File: config.mk
export PLATFORM = sky130hd
export DESIGN_NAME = fixedpoint_quantser
export DESIGN_NICKNAME = d
export VERILOG_FILES = /design/src/rtl/fixedpoint_quantser.sv
export SDC_FILE = /design/constraint.sdc
export NUM_CORES = 1
export LEC_CHECK = 0
export ABC_CLOCK_PERIOD_IN_PS = 17040
export BUFFER_PORTS_ARGS = -buffer_cell sky130_fd_sc_hd__buf_2
export CELL_PAD_IN_SITES_DETAIL_PLACEMENT = 0
export CELL_PAD_IN_SITES_GLOBAL_PLACEMENT = 1
export CORE_ASPECT_RATIO = 2
export CORE_MARGIN = 4
export CORE_UTILIZATION = 32
export CTS_BUF_LIST = sky130_fd_sc_hd__clkbuf_4 sky130_fd_sc_hd__clkbuf_8
export DETAILED_ROUTE_END_ITERATION = 8
export GPL_ROUTABILITY_DRIVEN = 1
export GPL_TIMING_DRIVEN = 0
export PLACE_DENSITY_LB_ADDON = 0.1
export SLEW_MARGIN = 40
export SYNTH_ARGS = -nofsm -noshare
export SYNTH_HDL_FRONTEND = slang
export SYNTH_SLANG_ARGS = --single-unit
File: constraint.sdc
create_clock -name clk -period 17.04 [get_ports clk]
set_clock_uncertainty 0.2 [all_clocks]
set_input_delay 2.556 -clock clk [delete_from_list [all_inputs] [get_ports clk]]
set_output_delay 2.556 -clock clk [all_outputs]
set_load 0.01 [all_outputs]
File: src/rtl/fixedpoint_quantser.sv
// fixedpoint_quantser: wide signed fixed-point to narrow bit-serial converter.
// A bit window [msbidx : msbidx-prec+1] is taken from din. The window is
// saturated to a signed prec-bit value and shifted out MSB-first, one bit
// per clock.
// Build option: define FIXEDPOINT_QUANTSER_ROUND_EN to get round-half-up
// before saturation. When it is undefined, the window is truncated toward -inf.
module fixedpoint_quantser #(
    parameter int BWIN  = 48,
    parameter int BWOUT = 16,
    parameter int BMSB  = 6,
    parameter int BPREC = 5
) (
    input  logic             clk,
    input  logic             clr,
    input  logic             start,
    input  logic [BWIN-1:0]  din,
    input  logic [BMSB-1:0]  msbidx,
    input  logic [BPREC-1:0] prec,
    output logic             busy,
    output logic             dout,
    output logic             dout_valid,
    output logic             done
);

    // Left shifts by up to BWOUT-1 positions must not lose bits, so keep
    // BWIN+BWOUT bits plus one spare for the rounding carry.
    localparam int WX = BWIN + BWOUT + 1;
    // Signed width of the window LSB index; it ranges over -(BWOUT-1)..BWIN-1.
    localparam int LW = ((BMSB > BPREC) ? BMSB : BPREC) + 2;

    typedef enum logic [1:0] {
        ST_IDLE  = 2'd0,
        ST_LOAD  = 2'd1,
        ST_SHIFT = 2'd2
    } state_t;

    state_t           state_r;
    logic [BWIN-1:0]  din_r;
    logic [BMSB-1:0]  msb_r;
    logic [BPREC-1:0] prec_r;
    logic [BWOUT-1:0] shreg_r;
    logic [BPREC-1:0] cnt_r;
    logic             busy_r;
    logic             dout_r;
    logic             valid_r;
    logic             done_r;

    logic [BPREC-1:0]        prec_cl_s;
    logic [BMSB-1:0]         msb_cl_s;
    logic signed [WX-1:0]    din_x_s;
    logic signed [WX-1:0]    scaled_s;
    logic signed [WX-1:0]    sum_s;
    logic signed [WX-1:0]    pos_lim_s;
    logic signed [WX-1:0]    neg_lim_s;
    logic signed [LW-1:0]    lsb_s;
    logic [LW-1:0]           shr_amt_s;
    logic [LW-1:0]           shl_amt_s;
    logic [BWOUT-1:0]        q_s;
    logic [BWOUT-1:0]        q_aligned_s;

    // Clamp the requested operands into the legal range before they are captured.
    always_comb begin
        prec_cl_s = prec;
        msb_cl_s  = msbidx;
        if (prec == {BPREC{1'b0}}) begin
            prec_cl_s = BPREC'(1'b1);
        end else if (prec > BPREC'(BWOUT)) begin
            prec_cl_s = BPREC'(BWOUT);
        end else begin
            prec_cl_s = prec;
        end
        if ({1'b0, msbidx} >= (BMSB+1)'(BWIN)) begin
            msb_cl_s = BMSB'(BWIN - 1);
        end else begin
            msb_cl_s = msbidx;
        end
    end

    // Align the captured word so that the window LSB lands at bit 0, and derive the saturation limits.
    always_comb begin
        din_x_s   = {{(WX-BWIN){din_r[BWIN-1]}}, din_r};
        lsb_s     = $signed(LW'(msb_r)) - $signed(LW'(prec_r)) + $signed(LW'(1'b1));
        shr_amt_s = {LW{1'b0}};
        shl_amt_s = {LW{1'b0}};
        scaled_s  = din_x_s;
        if (lsb_s[LW-1]) begin
            shl_amt_s = -lsb_s;
            scaled_s  = din_x_s <<< shl_amt_s;
        end else begin
            shr_amt_s = lsb_s;
            scaled_s  = din_x_s >>> shr_amt_s;
        end
        pos_lim_s = $signed((WX'(1'b1) << (prec_r - BPREC'(1'b1))) - WX'(1'b1));
        neg_lim_s = ~pos_lim_s;
    end

`ifdef FIXEDPOINT_QUANTSER_ROUND_EN
    logic [WX-1:0] rnd_mask_s;
    logic          rnd_s;

    // Round half up: add the bit just below the window when it exists inside din.
    always_comb begin
        rnd_mask_s = {WX{1'b0}};
        rnd_s      = 1'b0;
        if (!lsb_s[LW-1] && (lsb_s != {LW{1'b0}})) begin
            rnd_mask_s = WX'(1'b1) << (shr_amt_s - LW'(1'b1));
            rnd_s      = |(din_x_s & rnd_mask_s);
        end else begin
            rnd_mask_s = {WX{1'b0}};
            rnd_s      = 1'b0;
        end
        sum_s = scaled_s + $signed({{(WX-1){1'b0}}, rnd_s});
    end
`else
    // Truncation: the shifted window is used as-is.
    always_comb begin
        sum_s = scaled_s;
    end
`endif

    // Saturate to signed prec bits and left-align the result in the shift word.
    always_comb begin
        q_s = sum_s[BWOUT-1:0];
        if (sum_s > pos_lim_s) begin
            q_s = pos_lim_s[BWOUT-1:0];
        end else if (sum_s < neg_lim_s) begin
            q_s = neg_lim_s[BWOUT-1:0];
        end else begin
            q_s = sum_s[BWOUT-1:0];
        end
        q_aligned_s = q_s << (BPREC'(BWOUT) - prec_r);
    end

    // Control FSM with registered serial outputs; clr aborts any conversion.
    always_ff @(posedge clk) begin
        if (clr) begin
            state_r <= ST_IDLE;
            din_r   <= {BWIN{1'b0}};
            msb_r   <= {BMSB{1'b0}};
            prec_r  <= {BPREC{1'b0}};
            shreg_r <= {BWOUT{1'b0}};
            cnt_r   <= {BPREC{1'b0}};
            busy_r  <= 1'b0;
            dout_r  <= 1'b0;
            valid_r <= 1'b0;
            done_r  <= 1'b0;
        end else begin
            case (state_r)
                ST_IDLE: begin
                    dout_r  <= 1'b0;
                    valid_r <= 1'b0;
                    done_r  <= 1'b0;
                    if (start) begin
                        din_r   <= din;
                        msb_r   <= msb_cl_s;
                        prec_r  <= prec_cl_s;
                        busy_r  <= 1'b1;
                        state_r <= ST_LOAD;
                    end else begin
                        busy_r  <= 1'b0;
                        state_r <= ST_IDLE;
                    end
                end
                ST_LOAD: begin
                    // The first bit goes out directly, so it is visible in the first SHIFT cycle.
                    dout_r  <= q_aligned_s[BWOUT-1];
                    shreg_r <= q_aligned_s << 1;
                    cnt_r   <= prec_r - BPREC'(1'b1);
                    valid_r <= 1'b1;
                    done_r  <= (prec_r == BPREC'(1'b1));
                    busy_r  <= 1'b1;
                    state_r <= ST_SHIFT;
                end
                ST_SHIFT: begin
                    if (cnt_r == {BPREC{1'b0}}) begin
                        dout_r  <= 1'b0;
                        valid_r <= 1'b0;
                        done_r  <= 1'b0;
                        busy_r  <= 1'b0;
                        state_r <= ST_IDLE;
                    end else begin
                        dout_r  <= shreg_r[BWOUT-1];
                        shreg_r <= shreg_r << 1;
                        cnt_r   <= cnt_r - BPREC'(1'b1);
                        valid_r <= 1'b1;
                        done_r  <= (cnt_r == BPREC'(1'b1));
                        busy_r  <= 1'b1;
                        state_r <= ST_SHIFT;
                    end
                end
                default: begin
                    dout_r  <= 1'b0;
                    valid_r <= 1'b0;
                    done_r  <= 1'b0;
                    busy_r  <= 1'b0;
                    state_r <= ST_IDLE;
                end
            endcase
        end
    end

    assign busy       = busy_r;
    assign dout       = dout_r;
    assign dout_valid = valid_r;
    assign done       = done_r;

endmodule
==> out/metrics.sh <==
OUTCOME='finished clean'
DRT_PRE_ANTENNA_ITERS=6
DIE_W_UM=168
POST-SYNTH-TOP-AREA-FRACTION_PCT=11.5
CELLPOWERDENSITY_nW_PER_UM2=155
ROOT_BUFFER='clkbuf_8'
SETUP_TOTAL_NEGATIVE_SLACK_PS=0
FINAL_SETUP_MARGIN_PS=4820
WORSTHOLDPATHTYPE='flop to flop'
WORST-PATH-BUF-INV=13
ARRIVAL_WORST_ENDPOINT_PS=12360
MULTI_INPUT_AREA_UM2=13500
HTREEDEPTH=3
REG2REG_SETUP_SLACK_PS=4820
FRACTION_OF_REGISTERS_WITH_ASYNC_SET_RESET_PCT=0
IR_WORST_VDD_V=0.0000849
POWER.INTERNAL_mW=1.03
MAX_CAP_VIOLATIONS=0
TIMING.CRITICAL_PATH.MAX_DELAY_FAMILY='buffers and inverters'
SYNTHCELLS=2357
DRC=0
CRITICAL_PATH_CLASS='flop to flop'
CTS_TREE='built'
FINISH.UTILIZATION_PCT=35.3
R2R_START='prec_r[0]'
SYNTH.CELLS.MOST_FREQUENT='379 x nand2_1, 257 x a21oi_1, 216 x nor2_1, 175 x o21ai_0, 150 x ha_1'
CLK_TRANSITION_REPORTED_PATHS_PS=110
SEQUENTIAL_CELL_AREA_UM2=1700
GP_ROUTABILITY_CONGESTION=1.05
GRT_USAGE_PCT=29.7
TMIN_FINAL_PS=12220
WORST_SETUP_PATH_END_KIND='flop'
CRITICAL_PATH_PEAK_FANOUT=10
FMAXACHIEVABLE_MHz=81.9
NUMCLOCKSINKS=85
NUMBER_OF_STORAGE_ELEMENTS_IN_THE_SYNTHESIS_NETLIST=85
POWER_SWITCHING_SHARE_PCT=62.5
POSTLAYOUTCELLAREA_UM2=17700
FIRST_GLOBAL_VIAS=18400
FINAL_MAX_SLEW_VIOL_COUNT=0
START_KIND='flop'
CTS_BUFFERS=9
HOLD_PATH.STARTPOINT='shreg_r[1]'
CLKLATENCYLATEPIN_PS=430
RELATIVE_CONTRIBUTION_OF_COMBINATIONAL_CELLS_TO_TOTAL_POWER_PCT=85.7
POST-SYNTH-TOP-AREA-CELL='ha_1'
FINAL.FILL_COUNT=5732
PLACEABLECOREAREA_UM2=50200
DETAILED_PLACE.AREA_UM2=17500
CTS_MAX_PATH_BUFFERS=2
GRT-OVFL-TOTAL=0
PWR-SHARE-SEQ_PCT=8.8
DESIGN.DIE.AREA_UM2=54800
CP_SLOWEST_CELL='o21ai_0'
TIMING.REG2REG.WORST_PATH_DEPTH=36
DRIVE_GT1_SHARE_PCT=11.8
WORSTPATHREQUIRED_PS=17180
SLOWEST_DELAY_PS=580
ANTENNA_VIOLATIONS_BEFORE_REPAIR=1
SYNTH_AREA_LEADERS='ha_1 12%, dfxtp_1 10%, nand2_1 8.7%'
NETS=2647
HOLD_FIX_BUFFERS_CTS=0
MAX_SLEW.WORST_PIN.SLEW_PS=1000
CRIT_PATH_END='dout'
FINALSETUPVIOLCOUNT=0
YOSYS.CELL_COUNT.TOP_TYPE='nand2_1'
START_UTIL_PCT=32.5
YS.FLOP_TYPE='dfxtp_1'
FIRST_ITER_VIOLATIONS=1382
TIMING.SLEW.HEADROOM_PCT=31.5
VIAS=18700
IOS=66
SYNTH_CELL_TYPE_COUNT=103
ANT_NETS=0
R2R_END='dout'
POST_CTS_BUFFERS=0
P_SWITCHING_mW=1.71
PWR-SHARE-CLK_PCT=5.5
CRIT_CELLS=36
TIMING.CRITICAL_PATH.MODE_CELL='buf_2'
POWER.LEAKAGE_nW=7.43
CHIPHEIGHT_UM=327
ROUTE.DETAILED.WL_PER_INST_UM=27.5
SYNTH-SEQ-AREA-SHARE_PCT=10.4
AVGVIACOUNTPERCELL=6.05
SYNTH_ENABLE_FLOP_CELLS=0
ROUTED_WIRELENGTH_UM=85000
SETUP_REPAIR_AFTER_GLOBAL_ROUTING_MISSED_ITS_MARGIN='false'
SYN_TO_FINAL_GROWTH_PCT=8.79
CP-STARTPOINT='prec_r[0]'
ROWS=116
DP_WORST_SETUP_SLACK_PS=4870
YOSYS_WARNINGS=0
PORT-BUFFER-COUNT=65
MAXIMUM_NUMBER_OF_PINS_ON_ONE_NET_BEFORE_GLOBAL_ROUTE_REPAIR=19
SYN_AREA_UM2=16300
FINAL_MIN_PERIOD_OVER_CLOCK_PERIOD_PCT=71.7
SYNTHESIS.AREA_PER_INSTANCE_UM2=6.91
GRT_PASS1_WL_UM=121000
SYNTH_NETS=2570
HPWLAFTERDP_UM=72200
CTS-RESIZED-GATES=0
HOLDWS_PS=280
HOLD_VIOL_FINAL=0
-- area by class of cell --
class / count / share of cell area, %
antenna: 1 / 0.0141
buffer: 177 / 4.11
clock buffer: 9 / 0.699
clock inverter: 7 / 0.423
inverter: 109 / 2.31
multi-input combinational: 1986 / 76.4
sequential: 85 / 9.60
tap: 649 / 4.58
timing repair buffer: 66 / 1.88
-- routing by layer --
layer,up-vias,global-route usage (%),routed length (um)
li1,8684,-,-
met1,8855,28.5,28000
met2,825,55.5,44000
met3,311,2.85,3740
met4,0,25.3,9190
met5,-,0,0
-- metrics by stage --
| stage | cells | total power [mW] |
|---|---|---|
| floorplan | 2357 | 1.75 |
| global placement | 3071 | 2.52 |
| detailed placement | 3072 | 2.53 |
| CTS | 3088 | 2.70 |
| global route | 3089 | 2.90 |
| finish | 3089 | 2.74 |
-- cell families (layout without fill, tap and decap cells) --
group           Yosys count  in the layout  synth area share, %
xor+xnor                 32             32                 2.31
compound gates          726            726                 27.6
simple gates            890            890                 24.9
buf+inv                 286            368                 6.96
fa+ha+maj               151            151                 11.6
other cells               0              1                    0
mux                     187            187                 16.1
flops                    85             85                 10.4
-- sequential cells by signal, summed over array words and instances (netlist names) --
name / flops
cnt_r: 5
dout: 1
prec_r: 5
dout_valid: 1
din_r: 48
done: 1
shreg_r: 15
msb_r: 6
busy: 1
state_r: 2
-- worst register-to-register path, delay by kind of cell, from the launching register on --
kind | cells | cell delay, ps
multiplexers | 6 | 1910
flip-flops | 1 | 430
buffers and inverters | 13 | 4500
AND/OR/NAND/NOR | 5 | 1230
adder cells (fa/ha/maj) | 3 | 1070
AO/OA/AOI/OAI | 9 | 2780
-- cells in the final DEF (no fill, tap or decap), types with 8 or more instances in the layout --
cell type	n
nand3_1	69
mux2_2	26
nor3_1	35
and3_1	13
mux4_2	58
a21oi_1	256
o211ai_1	19
dfxtp_1	85
clkbuf_1	109
nor4_1	15
a311oi_1	9
o21a_1	10
o22ai_1	31
buf_1	22
ha_1	150
o21bai_1	9
nor2b_1	13
or3_1	12
xnor2_1	11
mux2i_1	102
buf_2	103
xnor2_2	9
nand2b_1	27
nand2_1	379
a21o_1	22
and2_1	16
o21ai_0	173
inv_1	106
nor2_1	216
and4_1	8
a221oi_1	8
clkbuf_8	9
nand4_1	22
a211oi_1	31
or2_2	21
o21ai_1	16
a31oi_1	31
-- power groups by stage --
stage          Combinational (mW)  Sequential, mW  Clock (mW)
2_1_floorplan                1.52           0.233           0
4_1_cts                      2.30           0.239       0.157
6_report                     2.35           0.240       0.151
5_1_grt                      2.50           0.242       0.162
3_5_place_dp                 2.29           0.244           0
3_3_place_gp                 2.28           0.243           0
-- how the worst min path moves through the flow --
| stage | slack, ps | end | cells past startpoint |
|---|---|---|---|
| 2_1_floorplan | 230 | shreg_r[1] | 2 |
| 3_3_place_gp | 250 | shreg_r[1] | 2 |
| 3_5_place_dp | 260 | shreg_r[1] | 2 |
| 4_1_cts | 270 | shreg_r[1] | 2 |
| 5_1_grt | 290 | shreg_r[1] | 2 |
| 6_report | 280 | shreg_r[1] | 2 |
Power figures use the tool's default switching activity.
